### src/rtl/dmem_result_scanner_pkg.sv
// dmem_result_scanner_pkg: FSM state encoding and result-region geometry
// shared between the CPU data-memory sizing and the result scanner.
package dmem_result_scanner_pkg;

    typedef enum logic [2:0] {
        S_IDLE,
        S_ISSUE,
        S_CAPTURE,
        S_OUT,
        S_FIN
    } state_t;

    // Results follow operand A (m x n) and operand B (n x n2) in memory.
    function automatic int unsigned calc_base(
        input int unsigned m,
        input int unsigned n,
        input int unsigned n2
    );
        return m * n + n * n2;
    endfunction

    function automatic int unsigned calc_count(
        input int unsigned m,
        input int unsigned n2
    );
        return m * n2;
    endfunction

endpackage

### src/rtl/dmem_result_scanner_if.sv
// dmem_result_scanner_if: data-memory read port plus result stream.
// master = scanner (drives index/result), slave = memory + consumer.
interface dmem_result_scanner_if;

    logic [31:0] mem_index;
    logic [31:0] mem_rd_data;
    logic        res_valid;
    logic        res_ready;
    logic [31:0] res_data;
    logic [31:0] res_index;
    logic        res_last;

    modport master (
        output mem_index,
        input  mem_rd_data,
        output res_valid,
        input  res_ready,
        output res_data,
        output res_index,
        output res_last
    );

    modport slave (
        input  mem_index,
        output mem_rd_data,
        input  res_valid,
        output res_ready,
        input  res_data,
        input  res_index,
        input  res_last
    );

endinterface

### src/rtl/dmem_result_scanner.sv
// dmem_result_scanner: on a rising cpu_done, reads the result region of data
// memory word by word, streams it out (valid/ready) and sums accepted words.
// Ports: CLOCK_50, rst (sync, active high), cpu_done, bus (read port and
// result stream), checksum, scan_done, busy.
module dmem_result_scanner
    import dmem_result_scanner_pkg::*;
#(
    parameter int unsigned M  = 100,
    parameter int unsigned N  = 50,
    parameter int unsigned N2 = 2
) (
    input  logic                  CLOCK_50,
    input  logic                  rst,
    input  logic                  cpu_done,
    dmem_result_scanner_if.master bus,
    output logic [31:0]           checksum,
    output logic                  scan_done,
    output logic                  busy
);

    localparam int unsigned BASE   = calc_base(M, N, N2);
    localparam int unsigned COUNT  = calc_count(M, N2);
    localparam logic [31:0] BASE_W = 32'(BASE);
    localparam logic [31:0] LAST_W = 32'(COUNT) - 32'd1;
    localparam bit          EMPTY  = (COUNT == 0);

    state_t      state;
    state_t      nxt;
    logic        done_q;
    logic [31:0] cnt;
    logic [31:0] cnt_nxt;
    logic [31:0] mem_index;
    logic        res_valid;
    logic [31:0] res_data;
    logic [31:0] res_index;
    logic        res_last;

    logic start;
    logic go;
    logic cap;
    logic hs;
    logic fin;
    logic ld_idx;

    assign start = cpu_done && !done_q;

    assign bus.mem_index = mem_index;
    assign bus.res_valid = res_valid;
    assign bus.res_data  = res_data;
    assign bus.res_index = res_index;
    assign bus.res_last  = res_last;

    always_ff @(posedge CLOCK_50) begin
        if (rst) state <= S_IDLE;
        else     state <= nxt;
    end

    always_comb begin
        nxt = state;
        unique case (state)
            S_IDLE:    if (start) nxt = EMPTY ? S_FIN : S_ISSUE;
            S_ISSUE:   nxt = S_CAPTURE;
            S_CAPTURE: nxt = S_OUT;
            S_OUT:     if (hs) nxt = res_last ? S_FIN : S_ISSUE;
            S_FIN:     nxt = S_IDLE;
            default:   nxt = S_IDLE;
        endcase
    end

    // mem_index is loaded on entry to ISSUE, so the address is presented
    // during ISSUE and the synchronous read data is there in CAPTURE.
    always_comb begin
        go      = (state == S_IDLE) && start;
        cap     = (state == S_CAPTURE);
        hs      = (state == S_OUT) && res_valid && bus.res_ready;
        fin     = (state == S_FIN);
        cnt_nxt = cnt;
        if (go)
            cnt_nxt = 32'd0;
        else if (hs && !res_last)
            cnt_nxt = cnt + 32'd1;
        ld_idx  = (go && !EMPTY) || (hs && !res_last);
    end

    always_ff @(posedge CLOCK_50) begin
        if (rst) begin
            done_q    <= 1'b1;
            cnt       <= '0;
            mem_index <= '0;
            res_valid <= 1'b0;
            res_data  <= '0;
            res_index <= '0;
            res_last  <= 1'b0;
            checksum  <= '0;
            scan_done <= 1'b0;
            busy      <= 1'b0;
        end else begin
            done_q <= cpu_done;
            cnt    <= cnt_nxt;
            if (ld_idx)
                mem_index <= BASE_W + cnt_nxt;
            if (go) begin
                checksum  <= '0;
                scan_done <= 1'b0;
                busy      <= 1'b1;
            end
            if (cap) begin
                res_data  <= bus.mem_rd_data;
                res_index <= cnt;
                res_last  <= (cnt == LAST_W);
                res_valid <= 1'b1;
            end
            if (hs) begin
                checksum  <= checksum + res_data;
                res_valid <= 1'b0;
            end
            if (fin) begin
                busy      <= 1'b0;
                scan_done <= 1'b1;
            end
        end
    end

endmodule

### src/flat_wrapper.sv
// flat-port wrapper written by rule: the top's interface ports become plain ports
module dmem_result_scanner_flat import dmem_result_scanner_pkg::*;
#(
    parameter int unsigned M  = 100,
    parameter int unsigned N  = 50,
    parameter int unsigned N2 = 2
)
  (CLOCK_50, rst, cpu_done, checksum, scan_done, busy, bus_mem_index, bus_mem_rd_data, bus_res_valid, bus_res_ready, bus_res_data, bus_res_index, bus_res_last);
  dmem_result_scanner_if bus_i ();
  input  logic CLOCK_50;
  input  logic rst;
  input  logic cpu_done;
  output logic [31:0] checksum;
  output logic scan_done;
  output logic busy;
  output wire logic [$bits(bus_i.mem_index)-1:0] bus_mem_index;
  input wire logic [$bits(bus_i.mem_rd_data)-1:0] bus_mem_rd_data;
  output wire logic [$bits(bus_i.res_valid)-1:0] bus_res_valid;
  input wire logic [$bits(bus_i.res_ready)-1:0] bus_res_ready;
  output wire logic [$bits(bus_i.res_data)-1:0] bus_res_data;
  output wire logic [$bits(bus_i.res_index)-1:0] bus_res_index;
  output wire logic [$bits(bus_i.res_last)-1:0] bus_res_last;
  assign bus_mem_index = bus_i.mem_index;
  assign bus_i.mem_rd_data = bus_mem_rd_data;
  assign bus_res_valid = bus_i.res_valid;
  assign bus_i.res_ready = bus_res_ready;
  assign bus_res_data = bus_i.res_data;
  assign bus_res_index = bus_i.res_index;
  assign bus_res_last = bus_i.res_last;
  dmem_result_scanner #(.M(M), .N(N), .N2(N2)) u_core (.CLOCK_50(CLOCK_50), .rst(rst), .cpu_done(cpu_done), .bus(bus_i), .checksum(checksum), .scan_done(scan_done), .busy(busy));
endmodule
### config.mk
export PLATFORM = sky130hd
export DESIGN_NAME = dmem_result_scanner_flat
export DESIGN_NICKNAME = d
export VERILOG_FILES = /design/src/rtl/dmem_result_scanner_pkg.sv /design/src/rtl/dmem_result_scanner_if.sv /design/src/rtl/dmem_result_scanner.sv /design/src/flat_wrapper.sv
export SDC_FILE = /design/constraint.sdc
export NUM_CORES = 1
export LEC_CHECK = 0
export ABC_AREA = 1
export CAP_MARGIN = 5
export CORE_UTILIZATION = 50
export CTS_CLUSTER_DIAMETER = 150
export CTS_CLUSTER_SIZE = 30
export DETAILED_ROUTE_END_ITERATION = 10
export PLACE_DENSITY = 0.86
export SLEW_MARGIN = 20
export SYNTH_ARGS = -nofsm -noshare
export SYNTH_HDL_FRONTEND = slang
export SYNTH_SLANG_ARGS = --single-unit
### constraint.sdc
create_clock -name CLOCK_50 -period 4 [get_ports CLOCK_50]
set_input_delay 0.6 -clock CLOCK_50 [delete_from_list [all_inputs] [get_ports CLOCK_50]]
set_output_delay 0.6 -clock CLOCK_50 [all_outputs]
set_load 0.005 [all_outputs]
After elaboration in Yosys (flattened, before gate mapping)
Cells that the tools add are included.

cells by class
  add/subtract/negate cells = 3
  equality and inequality tests = 7
  mux-type cells = 10
  reduce and logical (&&, ||, !) cells = 14

operators with widths
  cell                    count
  $mux 32                 4
  $add 13x32->32 const A  1
  $add 32x1->32 const B   1
  $add 32x32->32          1
  $eq 32x8->1 const B     1
  $pmux 3 s4              1
  $mux 3                  3
  $eq 3x2->1 const B      2
  $logic_and 1x1->1       5
  $ne 2x1->1 const B      2
  $reduce_bool 2->1       2
  $reduce_or 2->1         2
  $eq 3x1->1 const B      1
  $eq 3x3->1 const B      1
  $logic_not 3->1         1
  $logic_not 1->1         2
  $mux 1                  2
  $reduce_and 2->1        1
  $logic_or 1x1->1        1

storage, ports and cells
  input bits = 36
  logic and storage cells = 45
  bits in registers = 168

Longest topological paths before layout
  depth in word-level cells = 7
  gate-level depth with buffers = 18
  gate-level depth less buffers = 18

Worst setup path after synthesis
Ideal clock, no wire load.

  path type = input to register
  start point = input port bus_res_ready
  end point = register u_core.mem_index[20] (netlist: u_core.bus.mem_index[20])
  path buffers = 1
  setup time = 0.109 ns
  cell stages on the path = 17
  path slack = 1.566 ns
  arrival = 2.325 ns
  cell sequence = nand2_1 > inv_1 > nand3_4 > buf_6 > nand2_1 > nand3_2 > ha_1 > nor2_1 > nor2_1 > nand2_2 > nand2_2 > nand2_4 > nand2_2 > o21ai_1 > nand3_1 > nand2_1 > inv_1

between the ends
  cells in the longest elaborated chain, start to end = 5

ends and longest elaborated chain
  item                  RTL line                                              RTL
  start, declared       flat_wrapper.sv:19                                    input wire logic [$bits(bus_i.res_ready)-1:0] bus_res_ready;
  $logic_and 1x1->1 *   dmem_result_scanner.sv:75                             hs = (state == S_OUT) && res_valid && bus.res_ready;
  $logic_and 1x1->1 *   dmem_result_scanner.sv:80, dmem_result_scanner.sv:82
  $mux 32               dmem_result_scanner.sv:80                             else if (hs && !res_last)
  $mux 32               dmem_result_scanner.sv:78                             if (go)
  $add 13x32->32        dmem_result_scanner.sv:101                            mem_index <= BASE_W + cnt_nxt;
  end signal, assigned  dmem_result_scanner.sv:101
  end, declared         dmem_result_scanner.sv:32                             logic [31:0] mem_index;

Mark *: on every way between the ends. The rest lies on a longest branch, timed or not.
A chain may end at the register's enable or synchronous reset.

Final worst setup path
  start point = input port bus_res_ready
  end point = register u_core.mem_index[25] (netlist: u_core.bus.mem_index[25])

Same word-level chain as after synthesis.

==> metrics <==
Placement Rows 50; fin crit share 0.7685; Placement Cell Area ~0.011 mm^2; hold_buf cts 0; CTS root buffer clkbuf_16; Storage cell area around 0.0034 mm^2; post-layout util 0.6435; Max FO, Critical Path 26; synth warn 0; first-pass GRT wire length approximately 48 mm; Internal 3.147 mW; DP HPWL 21.87 mm; sequential share of power 0.435; critical path depth 16; initial antenna violation count 1; Clk pin slew, worst setup/hold paths about 0.070 ns; Vias/cell 5.588; clk sinks around 170; hold endpoint u_core.bus.mem_index[0]$_SDFFE_PP0P_; Post-synth ARST share 0; grt ovf 0; setup TNS 0 ns; Avg Cell Area, Syn approximately 6.7 um^2; Initial Util 0.5133; top_reg_cell synth dfxtp_1; Slew Viols, Final 0; Max Clock Skew 0.007782 ns; hold crit path type flip-flop to flip-flop; Fin. Hold Viols 0; Post-synth EDFFs 0; worst hold start u_core.bus.mem_index[0]$_SDFFE_PP0P_; depth of the worst hold-timing path 2; Power, Total 4.346 mW; nets 1660; critical path cell sequence clkdlybuf4s50_1 > nand2_1 > inv_1 > nand3_4 > nor2_4 > nand2_1 > nand2_1 > nand3_1 > nor2_1 > nand2_1 > nor2_4 > nand3_1 > nand2_1 > nand3_1 > nand2_1 > inv_1; max frequency 325.3 MHz; Skew-Pair Late Insertion Delay around 0.44 ns; # setup viols final 0; CP startpoint kind input port; vias in the first global route 9687; Ports about 170; Post-CTS Resized 0; Gate power share 0.161; Post-DRT Antenna Nets 0; post-synth cell types 45; Routed WL per cell between 15 and 20 um; max_slew headroom 0.3386; cell mode on critical path nand2_1; maximum clock path buffer count 2; Synthesized Nets 1511; CTS HTree Levels 4; MaxCap Viol Count 0; Pleak between 5 and 6 nW; Slew @ Worst Pin 0.9906 ns; Yosys reg bits 168; Crit Path Class input port to flip-flop; routed wire length 29.34 mm; Num CTS Buffers 17; share of layout cells above drive strength 1 0.07798; # Post-CTS Setup Buffers 0; switching share of power 0.2760; # DRC 0; Clk pwr share 0.404; die height about 140 um; Worst EP required approximately 4.3 ns; status complete, no violations; Critical Path End Type flip-flop; die area slightly below 0.02 mm^2; Iter 0 DRT Violations 848; first drt pass iteration count 6; Max VDD drop ~0.00033 V; Vias between 10000 and 15000; antenna fix cells 0; Total GRT Usage 0.3013; port buffer count 167; CP peak stage delay roughly 0.50 ns; buffer and inverter count on the worst path 3; Hold Slack 0.4558 ns; synthesis-to-finish area growth 25.36%; Design Area, Final ~0.012 mm^2; Die X around 140 um; Sw Pwr 1.200 mW; Synth Instances about 1400; FF-to-FF End u_core.bus.mem_index[25]$_SDFFE_PP0P_; Seq/Total Area, Yosys 0.3491; footprint of the multi-input gates 0.005492 mm^2; CTS tree yes; core region area 0.01877 mm^2; CP max-delay cell clkdlybuf4s50_1; Reg2Reg Setup Slack 1.20 ns; worst-case reg-to-reg path depth 15; largest net degree at the start of global routing 70; Fillers 1702; PwrDens 359.9 mW/mm^2; Synth Cell Area 0.009634 mm^2; Final GP Congestion a little under 1; crit-path leading delay family simple AND/OR/NAND/NOR gates; Worst EP arrival 3.41 ns; RSZ-0062 raised after global routing false; reg2reg start u_core.state[1]$_SDFFE_PP0P_; Tmin final 3.074 ns
==> cell type report <==
type                       instances  area share
timing repair buffer             179      0.1454
clock inverter                    15     0.01595
clock buffer                      17     0.03522
multi-input combinational       1076      0.4547
inverter                         148     0.04600
sequential                       168      0.2785
tap                              234     0.02424
==> how the worst max path moves through the flow <==
stage,start,to,slack (ns)
final,bus_res_ready,u_core.bus.mem_index[25]$_SDFFE_PP0P_,0.93
after global routing,bus_res_ready,u_core.bus.mem_index[25]$_SDFFE_PP0P_,0.62
after CTS,bus_res_ready,u_core.bus.mem_index[25]$_SDFFE_PP0P_,0.95
after detailed placement,bus_res_ready,u_core.bus.mem_index[25]$_SDFFE_PP0P_,0.50
after global placement,bus_res_ready,u_core.bus.mem_index[31]$_SDFFE_PP0P_,0.55
after floorplan,bus_res_ready,u_core.bus.mem_index[20]$_SDFFE_PP0P_,1.57
==> metrics by stage <==
step	cells	worst slack [ns]
3_5_place_dp	1805	0.4963
3_3_place_gp	1805	0.5538
5_1_grt	1837	0.6249
4_1_cts	1837	0.9451
6_report	1837	0.9261
2_1_floorplan	1441	1.566
==> flip-flops by register name, indices dropped and copies added (netlist names) <==
name,cells
u_core.cnt,32
u_core.checksum,32
u_core.busy,1
u_core.state,3
u_core.bus.res_valid,1
u_core.bus.res_data,32
u_core.scan_done,1
u_core.bus.res_last,1
u_core.bus.mem_index,32
u_core.done_q,1
u_core.bus.res_index,32
==> tightest hold or removal path: cells and delay by family, from the launching register on <==
family	cells	cell delay, ns
flip-flops	1	0.31
buffers and inverters	1	0.05
AO/OA/AOI/OAI	1	0.05
==> routing by layer <==
| metal | up-vias | track usage | wire length, um |
|---|---|---|---|
| li1 | 5069 | - | - |
| met1 | 4709 | 0.3553 | 12260 |
| met2 | 405 | 0.5274 | 13970 |
| met3 | 82 | 0.05401 | 1965 |
| met4 | 0 | 0.1470 | 1145 |
| met5 | - | 0 | 0 |
==> power by group through the flow <==
| stage | sequential, mW | combinational, mW | clock [mW] |
|---|---|---|---|
| finish | 1.89 | 0.698 | 1.76 |
| global route | 1.90 | 0.777 | 1.84 |
| CTS | 1.89 | 0.698 | 1.76 |
| detailed placement | 1.93 | 0.692 | 0 |
| global placement | 1.92 | 0.677 | 0 |
| floorplan | 1.92 | 0.329 | 0 |
==> logic make-up after synthesis <==
group                    synth area share
XOR/XNOR                         0.009092
buffers and inverters             0.08117
flip-flops                         0.3491
AND/OR/NAND/NOR                    0.3287
adder cells (fa/ha/maj)           0.04494
AO/OA/AOI/OAI                      0.1870
==> cell usage in the layout (no fill, tap or decap), types with 18 or more instances in the layout <==
cell / count
o21bai_1: 18
nor2_2: 18
dfxtp_1: 168
ha_1: 33
inv_1: 143
o21ai_0: 147
nor2_1: 213
nand4_1: 30
clkdlybuf4s50_1: 166
a21oi_1: 148
nand2_1: 269
nand3_1: 95
==> cells in the mapped netlist (2+ instances only) <==
cell type  number  area share
nand3_2         9      0.0094
dfxtp_1       168        0.35
a31oi_1         2      0.0013
clkbuf_1       40       0.016
ha_1           33       0.043
o21a_1          2      0.0016
o21ai_1         3      0.0016
nand4_1        30       0.019
a21o_1          7      0.0055
nor4_1          5      0.0032
xor2_1          9      0.0082
nor2_2         17       0.011
or2_2           6      0.0039
o21ai_2         2      0.0018
nor2_1        214       0.083
nand2_2        17       0.011
o21bai_1       18       0.014
nor3_2          2      0.0021
buf_6           4      0.0047
nand2_4         2      0.0023
nand3_1        95       0.049
a21oi_1       148       0.077
nand3_4         3      0.0055
inv_1         144       0.056
a211oi_1        2      0.0016
nand2_1       269        0.10
buf_4           3      0.0023
nand3b_1        2      0.0016
nor2_4         13       0.015
inv_2           3      0.0012
nor3_1          8      0.0042
o211ai_1        2      0.0016
o21ai_0       147       0.076
No activity file was read; power rests on OpenSTA's default activity.
